**config.mk**
```make
export PLATFORM = sky130hd
export DESIGN_NAME = axi_lite_reg_slave
export DESIGN_NICKNAME = d
export VERILOG_FILES = /design/src/rtl/axi_lite_reg_slave.sv
export SDC_FILE = /design/constraint.sdc
export NUM_CORES = 1
export LEC_CHECK = 0
export ABC_CLOCK_PERIOD_IN_PS = 12000
export CAP_MARGIN = 20
export CORE_MARGIN = 4
export CORE_UTILIZATION = 47
export DETAILED_ROUTE_END_ITERATION = 6
export GPL_TIMING_DRIVEN = 0
export MAX_ROUTING_LAYER = met4
export PLACE_DENSITY = 0.87
export RECOVER_POWER = 50
export SYNTH_ARGS = -nofsm -noshare
export SYNTH_HDL_FRONTEND = slang
export SYNTH_SLANG_ARGS = --single-unit
```
**constraint.sdc**
```tcl
create_clock -name aclk -period 12 [get_ports aclk]
set_clock_uncertainty 0.15 [all_clocks]
set_input_delay 1.2 -clock aclk [delete_from_list [all_inputs] [get_ports aclk]]
set_output_delay 1.2 -clock aclk [all_outputs]
set_load 0.05 [all_outputs]
```
**src/rtl/axi_lite_reg_slave.sv**
```systemverilog
// AXI4-Lite responder for a bank of 32-bit control/status registers.
// Index 0 is a constant ID, index 1 samples status_i, the rest are read/write.
module axi_lite_reg_slave #(
    parameter int                    ADDR_WIDTH = 32,
    parameter int                    DATA_WIDTH = 32,
    parameter int                    N_REGS     = 8,
    parameter logic [DATA_WIDTH-1:0] ID_VALUE   = 32'hA11C_0001,
    parameter bit                    STRB_EN    = 1'b0
) (
    input  logic                             aclk,
    input  logic                             areset,
    input  logic [ADDR_WIDTH-1:0]            awaddr,
    input  logic                             awvalid,
    output logic                             awready,
    input  logic [DATA_WIDTH-1:0]            wdata,
    input  logic [DATA_WIDTH/8-1:0]          wstrb,
    input  logic                             wvalid,
    output logic                             wready,
    output logic [1:0]                       bresp,
    output logic                             bvalid,
    input  logic                             bready,
    input  logic [ADDR_WIDTH-1:0]            araddr,
    input  logic                             arvalid,
    output logic                             arready,
    output logic [DATA_WIDTH-1:0]            rdata,
    output logic [1:0]                       rresp,
    output logic                             rvalid,
    input  logic                             rready,
    input  logic [DATA_WIDTH-1:0]            status_i,
    output logic [(N_REGS-2)*DATA_WIDTH-1:0] ctrl_o,
    output logic [N_REGS-2-1:0]              wr_pulse_o
);

    localparam int              IDX_W       = $clog2(N_REGS);
    localparam int              N_RW        = N_REGS - 2;
    localparam int              STRB_W      = DATA_WIDTH / 8;
    localparam logic [IDX_W:0]  IDX_LIMIT   = (IDX_W + 1)'(N_REGS);
    localparam logic [1:0]      RESP_OKAY   = 2'b00;
    localparam logic [1:0]      RESP_SLVERR = 2'b10;

    typedef enum logic {W_IDLE = 1'b0, W_RESP = 1'b1} w_state_t;
    typedef enum logic {R_IDLE = 1'b0, R_DATA = 1'b1} r_state_t;

    // Byte-lane merge; with strobes disabled every lane takes the new data.
    function automatic logic [DATA_WIDTH-1:0] strb_merge(
        input logic [DATA_WIDTH-1:0] old_val,
        input logic [DATA_WIDTH-1:0] new_val,
        input logic [STRB_W-1:0]     strb
    );
        logic [DATA_WIDTH-1:0] res;
        res = old_val;
        for (int b = 0; b < STRB_W; b++) begin
            res[b*8 +: 8] = (strb[b] || !STRB_EN) ? new_val[b*8 +: 8] : old_val[b*8 +: 8];
        end
        return res;
    endfunction

    function automatic logic idx_is_rw(input logic [IDX_W-1:0] idx);
        return ({1'b0, idx} >= (IDX_W + 1)'(2)) && ({1'b0, idx} < IDX_LIMIT);
    endfunction

    logic [DATA_WIDTH-1:0] regs_r [N_RW];
    logic [N_RW-1:0]       wr_pulse_r;

    w_state_t              w_state_r, w_state_nxt_s;
    logic                  aw_got_r, w_got_r, aw_got_nxt_s, w_got_nxt_s;
    logic                  awready_r, wready_r, bvalid_r;
    logic                  awready_nxt_s, wready_nxt_s, bvalid_nxt_s;
    logic [1:0]            bresp_r;
    logic [IDX_W-1:0]      aw_idx_r;
    logic [DATA_WIDTH-1:0] wdata_r;
    logic [STRB_W-1:0]     wstrb_r;
    logic                  aw_hs_s, w_hs_s, aw_have_s, w_have_s, commit_s, wr_ok_s;
    logic [IDX_W-1:0]      wr_idx_s;
    logic [DATA_WIDTH-1:0] wr_data_s;
    logic [STRB_W-1:0]     wr_strb_s;

    r_state_t              r_state_r, r_state_nxt_s;
    logic                  arready_r, rvalid_r, arready_nxt_s, rvalid_nxt_s;
    logic [DATA_WIDTH-1:0] rdata_r, rd_data_s, rw_data_s;
    logic [1:0]            rresp_r, rd_resp_s;
    logic                  ar_hs_s;
    logic [IDX_W-1:0]      rd_idx_s;

    logic                  unused_s;

    // A commit may combine a latched half with a handshake in this cycle.
    assign aw_hs_s   = awvalid && awready_r;
    assign w_hs_s    = wvalid && wready_r;
    assign aw_have_s = aw_got_r || aw_hs_s;
    assign w_have_s  = w_got_r || w_hs_s;
    assign wr_idx_s  = aw_hs_s ? awaddr[2 +: IDX_W] : aw_idx_r;
    assign wr_data_s = w_hs_s ? wdata : wdata_r;
    assign wr_strb_s = w_hs_s ? wstrb : wstrb_r;
    assign wr_ok_s   = commit_s && idx_is_rw(wr_idx_s);

    // Write FSM next-state, handshake flags and ready/valid next values.
    always_comb begin
        w_state_nxt_s = w_state_r;
        aw_got_nxt_s  = aw_got_r;
        w_got_nxt_s   = w_got_r;
        bvalid_nxt_s  = bvalid_r;
        commit_s      = 1'b0;
        case (w_state_r)
            W_IDLE: begin
                if (aw_have_s && w_have_s) begin
                    commit_s      = 1'b1;
                    aw_got_nxt_s  = 1'b0;
                    w_got_nxt_s   = 1'b0;
                    bvalid_nxt_s  = 1'b1;
                    w_state_nxt_s = W_RESP;
                end else begin
                    aw_got_nxt_s  = aw_have_s;
                    w_got_nxt_s   = w_have_s;
                    bvalid_nxt_s  = 1'b0;
                end
            end
            W_RESP: begin
                if (bready) begin
                    bvalid_nxt_s  = 1'b0;
                    w_state_nxt_s = W_IDLE;
                end else begin
                    bvalid_nxt_s  = 1'b1;
                end
            end
            default: begin
                w_state_nxt_s = W_IDLE;
                aw_got_nxt_s  = 1'b0;
                w_got_nxt_s   = 1'b0;
                bvalid_nxt_s  = 1'b0;
            end
        endcase
        awready_nxt_s = (w_state_nxt_s == W_IDLE) && !aw_got_nxt_s;
        wready_nxt_s  = (w_state_nxt_s == W_IDLE) && !w_got_nxt_s;
    end

    // Write FSM state and registered handshake outputs.
    always_ff @(posedge aclk or posedge areset) begin
        if (areset) begin
            w_state_r <= W_IDLE;
            aw_got_r  <= 1'b0;
            w_got_r   <= 1'b0;
            awready_r <= 1'b0;
            wready_r  <= 1'b0;
            bvalid_r  <= 1'b0;
        end else begin
            w_state_r <= w_state_nxt_s;
            aw_got_r  <= aw_got_nxt_s;
            w_got_r   <= w_got_nxt_s;
            awready_r <= awready_nxt_s;
            wready_r  <= wready_nxt_s;
            bvalid_r  <= bvalid_nxt_s;
        end
    end

    // Latched AW/W payloads and the write response code.
    always_ff @(posedge aclk or posedge areset) begin
        if (areset) begin
            aw_idx_r <= '0;
            wdata_r  <= '0;
            wstrb_r  <= '0;
            bresp_r  <= RESP_OKAY;
        end else begin
            if (aw_hs_s) begin
                aw_idx_r <= awaddr[2 +: IDX_W];
            end
            if (w_hs_s) begin
                wdata_r <= wdata;
                wstrb_r <= wstrb;
            end
            if (commit_s) begin
                bresp_r <= wr_ok_s ? RESP_OKAY : RESP_SLVERR;
            end
        end
    end

    // Register bank update and per-register write strobes.
    always_ff @(posedge aclk or posedge areset) begin
        if (areset) begin
            for (int k = 0; k < N_RW; k++) begin
                regs_r[k] <= '0;
            end
            wr_pulse_r <= '0;
        end else begin
            for (int k = 0; k < N_RW; k++) begin
                if (wr_ok_s && (wr_idx_s == IDX_W'(k + 2))) begin
                    regs_r[k]     <= strb_merge(regs_r[k], wr_data_s, wr_strb_s);
                    wr_pulse_r[k] <= 1'b1;
                end else begin
                    wr_pulse_r[k] <= 1'b0;
                end
            end
        end
    end

    assign ar_hs_s  = arvalid && arready_r;
    assign rd_idx_s = araddr[2 +: IDX_W];

    // Read data select; registers are sampled before any same-edge write lands.
    always_comb begin
        rw_data_s = '0;
        for (int k = 0; k < N_RW; k++) begin
            rw_data_s = rw_data_s | (regs_r[k] & {DATA_WIDTH{rd_idx_s == IDX_W'(k + 2)}});
        end
        rd_data_s = '0;
        rd_resp_s = RESP_OKAY;
        if (rd_idx_s == IDX_W'(0)) begin
            rd_data_s = ID_VALUE;
        end else if (rd_idx_s == IDX_W'(1)) begin
            rd_data_s = status_i;
        end else if (idx_is_rw(rd_idx_s)) begin
            rd_data_s = rw_data_s;
        end else begin
            rd_data_s = '0;
            rd_resp_s = RESP_SLVERR;
        end
    end

    // Read FSM next-state and ready/valid next values.
    always_comb begin
        r_state_nxt_s = r_state_r;
        rvalid_nxt_s  = rvalid_r;
        case (r_state_r)
            R_IDLE: begin
                if (ar_hs_s) begin
                    r_state_nxt_s = R_DATA;
                    rvalid_nxt_s  = 1'b1;
                end else begin
                    rvalid_nxt_s  = 1'b0;
                end
            end
            R_DATA: begin
                if (rready) begin
                    r_state_nxt_s = R_IDLE;
                    rvalid_nxt_s  = 1'b0;
                end else begin
                    rvalid_nxt_s  = 1'b1;
                end
            end
            default: begin
                r_state_nxt_s = R_IDLE;
                rvalid_nxt_s  = 1'b0;
            end
        endcase
        arready_nxt_s = (r_state_nxt_s == R_IDLE);
    end

    // Read FSM state, handshake outputs and response snapshot.
    always_ff @(posedge aclk or posedge areset) begin
        if (areset) begin
            r_state_r <= R_IDLE;
            arready_r <= 1'b0;
            rvalid_r  <= 1'b0;
            rdata_r   <= '0;
            rresp_r   <= RESP_OKAY;
        end else begin
            r_state_r <= r_state_nxt_s;
            arready_r <= arready_nxt_s;
            rvalid_r  <= rvalid_nxt_s;
            if (ar_hs_s) begin
                rdata_r <= rd_data_s;
                rresp_r <= rd_resp_s;
            end
        end
    end

    for (genvar g = 0; g < N_RW; g++) begin : g_ctrl
        assign ctrl_o[g*DATA_WIDTH +: DATA_WIDTH] = regs_r[g];
    end

    assign awready    = awready_r;
    assign wready     = wready_r;
    assign bvalid     = bvalid_r;
    assign bresp      = bresp_r;
    assign arready    = arready_r;
    assign rvalid     = rvalid_r;
    assign rdata      = rdata_r;
    assign rresp      = rresp_r;
    assign wr_pulse_o = wr_pulse_r;

    // Address bits outside the index field are decoded upstream.
    assign unused_s = ^{awaddr, araddr};

endmodule
```
### Yosys cells after proc, flatten, opt, wreduce, memory -nomap -nowiden

Cells that the tools add are included.

* divide/modulo/power cells: 0
* shift operators: 0
* $lt $le $gt $ge: 2
* reductions and logical operators: 18
* equal/unequal tests: 13
* muxes and demuxes: 26
* multipliers: 0
* $add $sub $neg: 0
* bitwise operators: 15

Operators with widths (number)
* bitwise AND 32 bit: 6
* bitwise OR 32 bit: 5
* 2-to-1 mux 32 bit: 4
* == test 3 bit, second input constant: 8
* 2-to-1 mux 1 bit: 15
* logical AND 1 bit: 13
* == test 3 x 2 -> 1 bit, second input constant: 4
* 2-to-1 mux 2 bit: 4
* greater-or-equal comparator 3 x 2 -> 1 bit, second input constant: 2
* inverter 1 bit: 4
* case mux 1 bit (2 select lines): 2
* == test 3 x 1 -> 1 bit, second input constant: 1
* logical NOT 3 bit: 1
* 2-to-1 mux 3 bit: 1
* logical NOT 1 bit: 2
* logical OR 1 bit: 2

* memories: 0
* output and inout bits: 239
* bits in registers: 276
* input bits: 139
* word-level logic and storage cells: 93
* ROM bits: 0
* latch bits: 0
* memory bits (writable): 0

### Depth between registers and ports, before layout

Gate-level depths: netlist of the first run.

* word-level depth: 10
* depth in mapped cells: 8
* gate-level depth less buffers: 5

### Worst setup path after synthesis of the first run

No wires, ideal clock.

* path kind: input to register
* start point: in awvalid
* end point: reg regs_r (netlist bit ctrl_o[73])
* arrival: 2495 ps
* stages: 6
* path buffers: 2
* setup slack: 9230 ps
* required time: 11725 ps
* library setup time: 125 ps
* cell sequence: nand2_2 > mux2_2 > and4b_1 > buf_4 > buf_6 > mux2_4

* elaborated cells between the ends (all ways): 10
* classes of those cells: 1 x order compare; 1 x eq/ne; 3 x mux; 5 x reduce/logical

RTL lines
* start: declaration: line 13 `input logic awvalid,`
* logical AND 1 bit *: line 88 `assign aw_hs_s = awvalid && awready_r;`
* 2-to-1 mux 3 bit *
* via wr_idx_s[0]: line 74 `logic [IDX_W-1:0] wr_idx_s;`
* greater-or-equal comparator 3 x 2 -> 1 bit: line 59 `return ({1'b0, idx} >= (IDX_W + 1)'(2)) && ({1'b0, idx} < IDX_LIMIT);`
* logical AND 1 bit: line 95 `assign wr_ok_s = commit_s && idx_is_rw(wr_idx_s);`
* logical AND 1 bit *: line 186 `if (wr_ok_s && (wr_idx_s == IDX_W'(k + 2))) begin`
* end signal: indexed assignment: line 187 `regs_r[k] <= strb_merge(regs_r[k], wr_data_s, wr_strb_s);`
* end: declaration: line 62 `logic [DATA_WIDTH-1:0] regs_r [N_RW];`

The timed path passes the listed nets; every way through them passes the cells marked *.
A chain may end at the register's enable or synchronous reset.

==> results of run 1 <==
[cells in the final DEF, fill, tap and decap left out, types with 28 or more instances in the layout]
| master | count |
|---|---|
| clkdlybuf4s50_1 | 266 |
| dfrtp_1 | 274 |
| mux2_2 | 183 |
| mux2_4 | 28 |
| nand2_1 | 44 |
| mux2i_1 | 44 |
| mux2_1 | 35 |
| clkbuf_1 | 41 |
| clkbuf_16 | 29 |
| dlygate4sd3_1 | 45 |
[cells by family after synthesis]
group | synth area share, %
buffers and inverters | 2.88
AO/OA/AOI/OAI | 6.09
AND/OR/NAND/NOR | 4.39
multiplexers | 30.0
other | 0.0309
flip-flops | 56.6
[Yosys cell counts, types with 2 or more instances]
cell type | number | share of area, %
buf_4 | 3 | 0.19
a21o_1 | 2 | 0.12
buf_6 | 7 | 0.65
mux4_2 | 13 | 2.4
buf_1 | 6 | 0.19
inv_1 | 8 | 0.25
dfrtp_1 | 274 | 57
a221oi_1 | 19 | 1.4
o21ai_0 | 24 | 0.99
and2_1 | 2 | 0.10
a311oi_1 | 3 | 0.22
nand4b_1 | 2 | 0.14
nand2b_1 | 14 | 0.72
buf_2 | 24 | 0.99
o31ai_1 | 18 | 1.1
nor2b_1 | 14 | 0.72
a21oi_1 | 20 | 0.83
mux2_2 | 213 | 20
nor2_1 | 11 | 0.34
nand2_1 | 43 | 1.3
nand3_1 | 12 | 0.50
mux2_4 | 33 | 4.1
mux2i_1 | 43 | 3.6
o22ai_1 | 14 | 0.72
clkbuf_1 | 19 | 0.59
[power by group through the flow]
stage                     Clock (mW)  Combinational [mW]  Sequential [mW]
final                          0.905                2.89             1.65
after global routing           0.952                3.01             1.70
after CTS                      0.917                2.95             1.65
after detailed placement           0                2.94             1.66
after global placement             0                2.89             1.64
after floorplan                    0               0.738             2.79
[sequential cells by signal, indices dropped and copies added, names as in the netlist]
| register | count |
|---|---|
| rdata | 32 |
| wdata_r | 32 |
| bresp | 1 |
| arready | 1 |
| wready | 1 |
| aw_got_r | 1 |
| wr_pulse_o | 6 |
| rvalid | 1 |
| ctrl_o | 192 |
| bvalid | 1 |
| rresp | 1 |
| awready | 1 |
| aw_idx_r | 3 |
| w_got_r | 1 |
[worst paths after layout]
kind	slack (ns)	start	cells past startpoint	endpoint
min reg2reg	0.32	rdata[20]$_DFFE_PP0P_	2	rdata[20]$_DFFE_PP0P_
max in group aclk	8.00	awvalid	7	ctrl_o[84]$_DFFE_PP0P_
max	7.97	areset	2	wdata_r[8]$_DFF_PP0_
min in group asynchronous	2.06	areset	2	ctrl_o[121]$_DFFE_PP0P_
max reg2reg	8.84	awready$_DFF_PP0_	6	ctrl_o[84]$_DFFE_PP0P_
min	0.32	rdata[20]$_DFFE_PP0P_	2	rdata[20]$_DFFE_PP0P_
[layer usage]
layer	share of wire, %	vias to the layer above
met5	0	-
met2	48	439
met1	40	4655
li1	-	3857
met4	4.1	0
met3	7.2	110
[final cells by class]
type,instances,area (um2)
multi-input combinational,522,4880
inverter,9,35.0
clock buffer,40,847
buffer,59,250
antenna,2,5.00
sequential,274,6860
tap,330,413
clock inverter,11,123
fill,1850,8670
timing repair buffer,314,3170
[through the flow]
step                      util, %  worst slack (ns)  power [mW]  setup TNS, ns
after floorplan                 -              3.10        3.53              0
after global placement       62.0            -0.192        4.53         -48.62
after detailed placement     62.2              7.98        4.60              0
after CTS                    66.1              8.57        5.52              0
after global routing         65.7              7.38        5.66              0
final                        65.7              7.97        5.45              0
[tightest hold or removal path, cell delays in order (launching register included)]
cell and delay [ns]:
dfrtp_1 0.34, nand2_1 0.05, o31ai_1 0.05
==> impl_metrics.yaml, run 1 <==
run_status:
  status: "complete, but fails checks"
  violations: "max-capacitance violations, max-slew violations"
worst_setup_path:
  critical_path.top_delay_family: "buffers and inverters"
  critPathMaxFanout: 82
  arrival_ns: 3.89
  cp-end-kind: "async pin"
  critPathBufInv: 2
  slowest_delay_ns: 2.09
  path_cells: "dlygate4sd3_1 > clkinvlp_2"
  slowest_stage: "clkinvlp_2"
  crit_path_start_kind: "primary input"
  path_class: "in -> async"
  critPathRequiredTime_ns: 11.87
sta:
  rsz0062_at_grt: "no"
  finalHoldViolations: 0
  holdWs_ns: 0.323
  finalSetupViolCount: 0
  layout_min_cycle_time_ns: 4.03
  tightest_slew_ns: 3.70
  period_share_pct: 33.6
  fmax_ghz: 0.248
  slew_headroom_pct: -148
  slew_viol_final: 81
placement:
  placedCellCount: 1508
  io_buffers: 311
  dp_hpwl_um: 28800
  place_area_mm2: 0.0157
  routabilityCongestion: 0.884
clock_tree:
  cts_max_level: 1
  cts_root_buf: "clkbuf_16"
  clkTransAtPathRegs_ns: 0.07
  post-cts-setup-buffers: 0
  cts.hold.buffers_added: 0
  clock-sinks: 274
  cts_resized: 0
  tritoncts: "yes"
  numCtsBuffers: 29
  clock_tree.buffer_depth: 3
  clock_latency_ns: 0.55
power_and_ir_drop:
  comb_power_share_pct: 53.1
  p_per_area_mw_per_mm2: 329
  p_sw_share_pct: 46.7
  p_leak_nw: 7.35
  power.share.clock_pct: 16.6
  p_switching_mw: 2.55
  power.internal_mw: 2.90
  seqPwrFrac_pct: 30.3
  vdd_drop_max_mv: 0.208
detailed_routing:
  avgRoutedWirePerCell_um: 26.3
  antenna_left: 0
  drc: 0
  route.vias.total: 9061
  routed_wl_um: 41100
  drt_iter0_markers: 686
  first_pass_iters: 5
  via_per_inst: 5.80
synthesis:
  synth_cells: 863
  synth-main-ff-cell: "dfrtp_1"
  yosysUniqueCellTypes: 47
  syn_avg_cell_area_um2: 14.0
  seq_area_frac_synth_pct: 56.6
  synth-async-reset-ratio_pct: 100
  synth_edf_count: 0
  syn-cell-area_mm2: 0.0121
  ys.warnings.count: 0
  ys_ff_latch: 274
floorplanning:
  std_cell_rows: 58
  die_x_um: 169
  die_h_um: 169
  start_util_pct: 48.0
  core_mm2: 0.0253
  io_pins: 378
  dieArea_mm2: 0.0284
final_layout:
  final_cell_area_mm2: 0.0166
  layout-drive-gt1-share_pct: 24.0
  nNetsFinal: 1348
  finalNonFillerCells: 1561
  area_delta_synth_final_pct: 36.8
grt:
  busiest_layer: "met2"
  grt_antenna_before_repair: 3
  grtUsageMet3_pct: 5.86
  grt_pass1_vias: 9625
  grt_max_degree: 129
  gr-total-overflow: 0
  grt_pass1_wl_um: 60900
  grt_usage_pct: 29.1
  grtUsageMet2_pct: 47.2
  grt_util_met1_pct: 37.0
hold_path:
  hp-class: "reg -> reg"
run:
  max_cap_viol_count: 1
(Power assumes the default switching activity.)
==> inputs of run 2 (changes only) <==
Settings changed: ABC_CLOCK_PERIOD_IN_PS 12000 to 4200.
Clock period 12 ns to 4.2 ns, I/O delays scaled along.
==> run 2 against run 1 <==
Net effect: the flow still finishes with violations (max-capacitance violations, max-slew violations); largest power group unchanged; critical path depth rose by 4; power rose to 2.9 times the previous value; core utilization rose by 0.30 points; sequential cell count did not move; count of clock-buffer cells in the layout rose by 1; wire length rose by 0.35%; largest cell class unchanged.
==> impl_metrics.yaml, run 2 (synthesized netlist as in run 1, its figures left out) <==
clock_tree:
  numCtsBuffers: 29
  clock_tree.buffer_depth: 3
  clock-sinks: 274
  cts_root_buf: "clkbuf_16"
  tritoncts: "yes"
  post-cts-setup-buffers: 0
  clkTransAtPathRegs_ns: 0.06
  clock_latency_ns: 0.55
  cts_max_level: 1
  cts.hold.buffers_added: 0
  cts_resized: 0
floorplanning:
  std_cell_rows: 58
  core_mm2: 0.0253
  die_h_um: 169
  die_x_um: 169
  start_util_pct: 48.0
  dieArea_mm2: 0.0284
  io_pins: 378
grt:
  gr-total-overflow: 0
  grt_max_degree: 44
  grt_pass1_wl_um: 61300
  grt_usage_pct: 29.5
  grt_pass1_vias: 9657
  grt_antenna_before_repair: 2
worst_setup_path:
  reg2reg_to: "ctrl_o[90]$_DFFE_PP0P_"
  arrival_ns: 3.35
  path_class: "reg -> reg"
  cp-end-kind: "flop"
  reg2reg_depth: 6
  crit_path_start_kind: "flop"
  critPathMaxFanout: 10
  ff2ff_setup_slack_ns: 1.13
  r2r_start: "awready$_DFF_PP0_"
  cp-startpoint: "awready$_DFF_PP0_"
  critPathRequiredTime_ns: 4.48
hold_path:
  hp-start: "rready"
  min_to: "rvalid$_DFF_PP0_"
  holdPathStages: 2
  hp-class: "in -> reg"
final_layout:
  postLayoutCoreUtil_pct: 65.9
  layout-drive-gt1-share_pct: 25.4
  largest_reg_flops: 192
  layout_commonest_cell: "dfrtp_1"
  fillers: 1851
  final_cell_mix: "274 x dfrtp_1, 242 x clkdlybuf4s50_1, 193 x mux2_2"
  nNetsFinal: 1353
  area_delta_synth_final_pct: 37.4
detailed_routing:
  first_pass_iters: 5
  via_per_inst: 5.77
  antenna_left: 0
  drc: 0
  drt_iter0_markers: 709
  avgRoutedWirePerCell_um: 26.3
  routed_wl_um: 41200
  route.vias.total: 9029
placement:
  io_buffers: 311
  dp_hpwl_um: 29300
  routabilityCongestion: 0.853
run_status:
  status: "complete, but fails checks"
  violations: "max-capacitance violations, max-slew violations"
sta:
  layout_min_cycle_time_ns: 3.07
  fmax_ghz: 0.326
  finalHoldViolations: 0
  slew_headroom_pct: -13.5
  slew_viol_final: 56
  rsz0062_at_grt: "no"
  tightest_slew_ns: 1.70
  finalSetupViolCount: 0
  period_share_pct: 73.1
power_and_ir_drop:
  p_leak_nw: 7.45
  p_total_mw: 15.6
  p_per_area_mw_per_mm2: 936
  vdd_drop_max_mv: 0.635
run:
  max_cap_viol_count: 2
[run 2: per-layer routing]
layer,vias up,global-route usage [%],routed length [um]
met2,407,49.1,20500
met3,94,6.82,3230
met5,-,-,0
li1,3875,-,-
met4,0,9.28,1330
met1,4653,36.0,16200
[run 2: layout make-up]
class	instances	area, um2	area share, %
flip-flops and latches	274	6860	41.2
multi-input cells	522	4900	29.4
repair buffers	319	3230	19.4
clock buffers	41	831	4.99
well taps	330	413	2.48
plain buffers	59	268	1.61
clock inverters	10	125	0.751
inverters	9	35.0	0.210
diodes	2	5.00	0.0301
[run 2: how the worst max path moves through the flow]
stage / to / slack, ns / cells after the start
global route: wdata_r[15]$_DFF_PP0_ / 0.86 / 3
detailed placement: rdata[20]$_DFFE_PP0P_ / 0.96 / 6
finish: ctrl_o[90]$_DFFE_PP0P_ / 1.13 / 6
floorplan: arready$_DFF_PP0_ / 0.007 / 1
global placement: ctrl_o[109]$_DFFE_PP0P_ / -1.89 / 2
CTS: rdata[15]$_DFFE_PP0P_ / 1.48 / 6
[run 2: critical path: stages, from the launching register on]
cell      delay, ns
dfrtp_1        0.43
nand2_1        0.17
mux2_2         0.37
and4b_1        0.24
clkbuf_1       0.39
clkbuf_1       0.82
mux2_4         0.36
[run 2: power by group]
part           switching, mW  total [mW]  internal, mW
logic                   5.32        8.27          2.95
registers              0.898        4.72          3.82
clock network           1.05        2.60          1.55
[run 2: through the flow]
step	setup slack, ns	area, um2	TNS, ns	hold slack (ns)	instances
3_3_place_gp	-1.89	15700	-512.81	0.312	1505
2_1_floorplan	0.00661	12100	0	0.362	864
4_1_cts	1.48	16800	0	0.163	1564
5_1_grt	0.858	16700	0	0.342	1566
3_5_place_dp	0.959	15800	0	0.320	1513
6_report	1.13	16700	0	0.321	1566
==> inputs of run 3 (changes only) <==
Settings changed: ABC_CLOCK_PERIOD_IN_PS 4200 to 2850.
Clock period 4.2 ns to 2.85 ns, I/O delays scaled along.
==> run 3 against run 2 <==
Net effect: highest routed layer unchanged; sequential cell count stayed put; cell count unchanged; the flow finishes with violations (design-rule violations); die area unchanged; critical endpoint is now ctrl_o[98]$_DFFE_PP0P_; critical path type unchanged; hold slack lost 0.14 ns; first-iteration DRC count rose by 5.6%; via count is essentially flat; wire length is 0.15% higher; largest power group unchanged; cell area hardly changed; critical path depth decreased by 2; worst setup slack got worse by 0.89 ns; combinational power increased by 48%.
==> impl_metrics.yaml, run 3 (synthesized netlist as in run 1, its figures left out) <==
final_layout:
  final_cell_mix: "274 x dfrtp_1, 239 x clkdlybuf4s50_1, 193 x mux2_2"
  postLayoutCoreUtil_pct: 66.0
  finalNonFillerCells: 1566
  area_delta_synth_final_pct: 37.5
  layout_commonest_cell: "dfrtp_1"
  nNetsFinal: 1353
  layout-drive-gt1-share_pct: 26.3
  final_cell_area_mm2: 0.0167
  largest_reg_flops: 192
grt:
  grt_usage_pct: 29.5
  grt_antenna_before_repair: 2
  grt_pass1_vias: 9657
  gr-total-overflow: 0
  grt_pass1_wl_um: 61300
  grt_max_degree: 44
detailed_routing:
  first_pass_iters: 7
  routed_wl_um: 41300
  avgRoutedWirePerCell_um: 26.3
  route.vias.total: 9034
  drc: 1
  via_per_inst: 5.77
  antenna_left: 0
  drt_iter0_markers: 749
sta:
  holdWs_ns: 0.185
  rsz0062_at_grt: "no"
  fin_setup_tns_ns: 0
  finalHoldViolations: 0
  period_share_pct: 91.6
  slew_headroom_pct: 25.3
  slew_viol_final: 0
  layout_min_cycle_time_ns: 2.61
  tightest_slew_ns: 1.11
  fmax_ghz: 0.383
  finalSetupViolCount: 0
floorplanning:
  die_x_um: 169
  std_cell_rows: 58
  dieArea_mm2: 0.0284
  io_pins: 378
  die_h_um: 169
  start_util_pct: 48.0
  core_mm2: 0.0253
worst_setup_path:
  cp-end-kind: "flop"
  path_class: "reg -> reg"
  crit_path_start_kind: "flop"
  critPathRequiredTime_ns: 3.13
  arrival_ns: 2.89
  critPathMaxFanout: 10
  reg2reg_depth: 4
placement:
  io_buffers: 311
  dp_hpwl_um: 29300
  routabilityCongestion: 0.853
  place_area_mm2: 0.0158
  placedCellCount: 1513
clock_tree:
  clock-sinks: 274
  cts.hold.buffers_added: 0
  clock_tree.buffer_depth: 3
  tritoncts: "yes"
  post-cts-setup-buffers: 0
  clock_latency_ns: 0.55
  clkTransAtPathRegs_ns: 0.06
  numCtsBuffers: 29
  cts_resized: 0
  cts_max_level: 1
  cts_root_buf: "clkbuf_16"
run_status:
  violations: "design-rule violations"
  status: "complete, but fails checks"
hold_path:
  hp-class: "in -> reg"
  holdPathStages: 2
power_and_ir_drop:
  p_leak_nw: 7.48
  p_per_area_mw_per_mm2: 1380
  vdd_drop_max_mv: 0.935
run:
  max_cap_viol_count: 0
[run 3: through the flow]
step / worst slack, ns / power [mW]
2_1_floorplan: -1.21 / 14.9
3_5_place_dp: -0.256 / 19.4
4_1_cts: 0.252 / 23.3
5_1_grt: 0.111 / 23.9
6_report: 0.239 / 23.0
3_3_place_gp: -3.11 / 19.1
[run 3: cell type report]
cell class,instances,area (um2)
diodes,2,5.00
plain buffers,59,299
clock buffers,41,831
clock inverters,10,125
fillers,1845,8590
inverters,9,35.0
multi-input cells,522,4900
flip-flops and latches,274,6860
well taps,330,413
repair buffers,319,3200
[run 3: critical path, cell delays in order, from the launching register on]
cell and delay [ns]:
dfrtp_1 0.39, nand2_1 0.28, buf_1 0.86, mux2_2 0.51, mux2_2 0.29
[run 3: report_power, final]
part           internal [mW]  leakage, nW  switching, mW
Combinational           4.35         3.53           7.85
Clock                   2.28        0.477           1.55
Sequential              5.62         3.47           1.32
Total                   12.3         7.48           10.7
[run 3: final timing paths]
path | slack, ns | startpoint | endpoint
hold / removal | 0.18 | rready | rvalid$_DFF_PP0_
setup reg to reg | 0.24 | wready$_DFF_PP0_ | ctrl_o[98]$_DFFE_PP0P_
max in group asynchronous | 0.51 | areset | wdata_r[3]$_DFF_PP0_
setup / recovery | 0.24 | wready$_DFF_PP0_ | ctrl_o[98]$_DFFE_PP0P_
hold reg to reg | 0.33 | rdata[31]$_DFFE_PP0P_ | rdata[31]$_DFFE_PP0P_
min in group asynchronous | 0.25 | areset | ctrl_o[155]$_DFFE_PP0P_
[run 3: layer usage]
layer | routed length [um] | vias to the layer above | GRT usage (%)
li1 | - | 3876 | -
met1 | 16200 | 4645 | 36.0
met2 | 20500 | 419 | 49.1
met3 | 3170 | 94 | 6.82
met4 | 1410 | 0 | 9.28
met5 | 0 | - | -
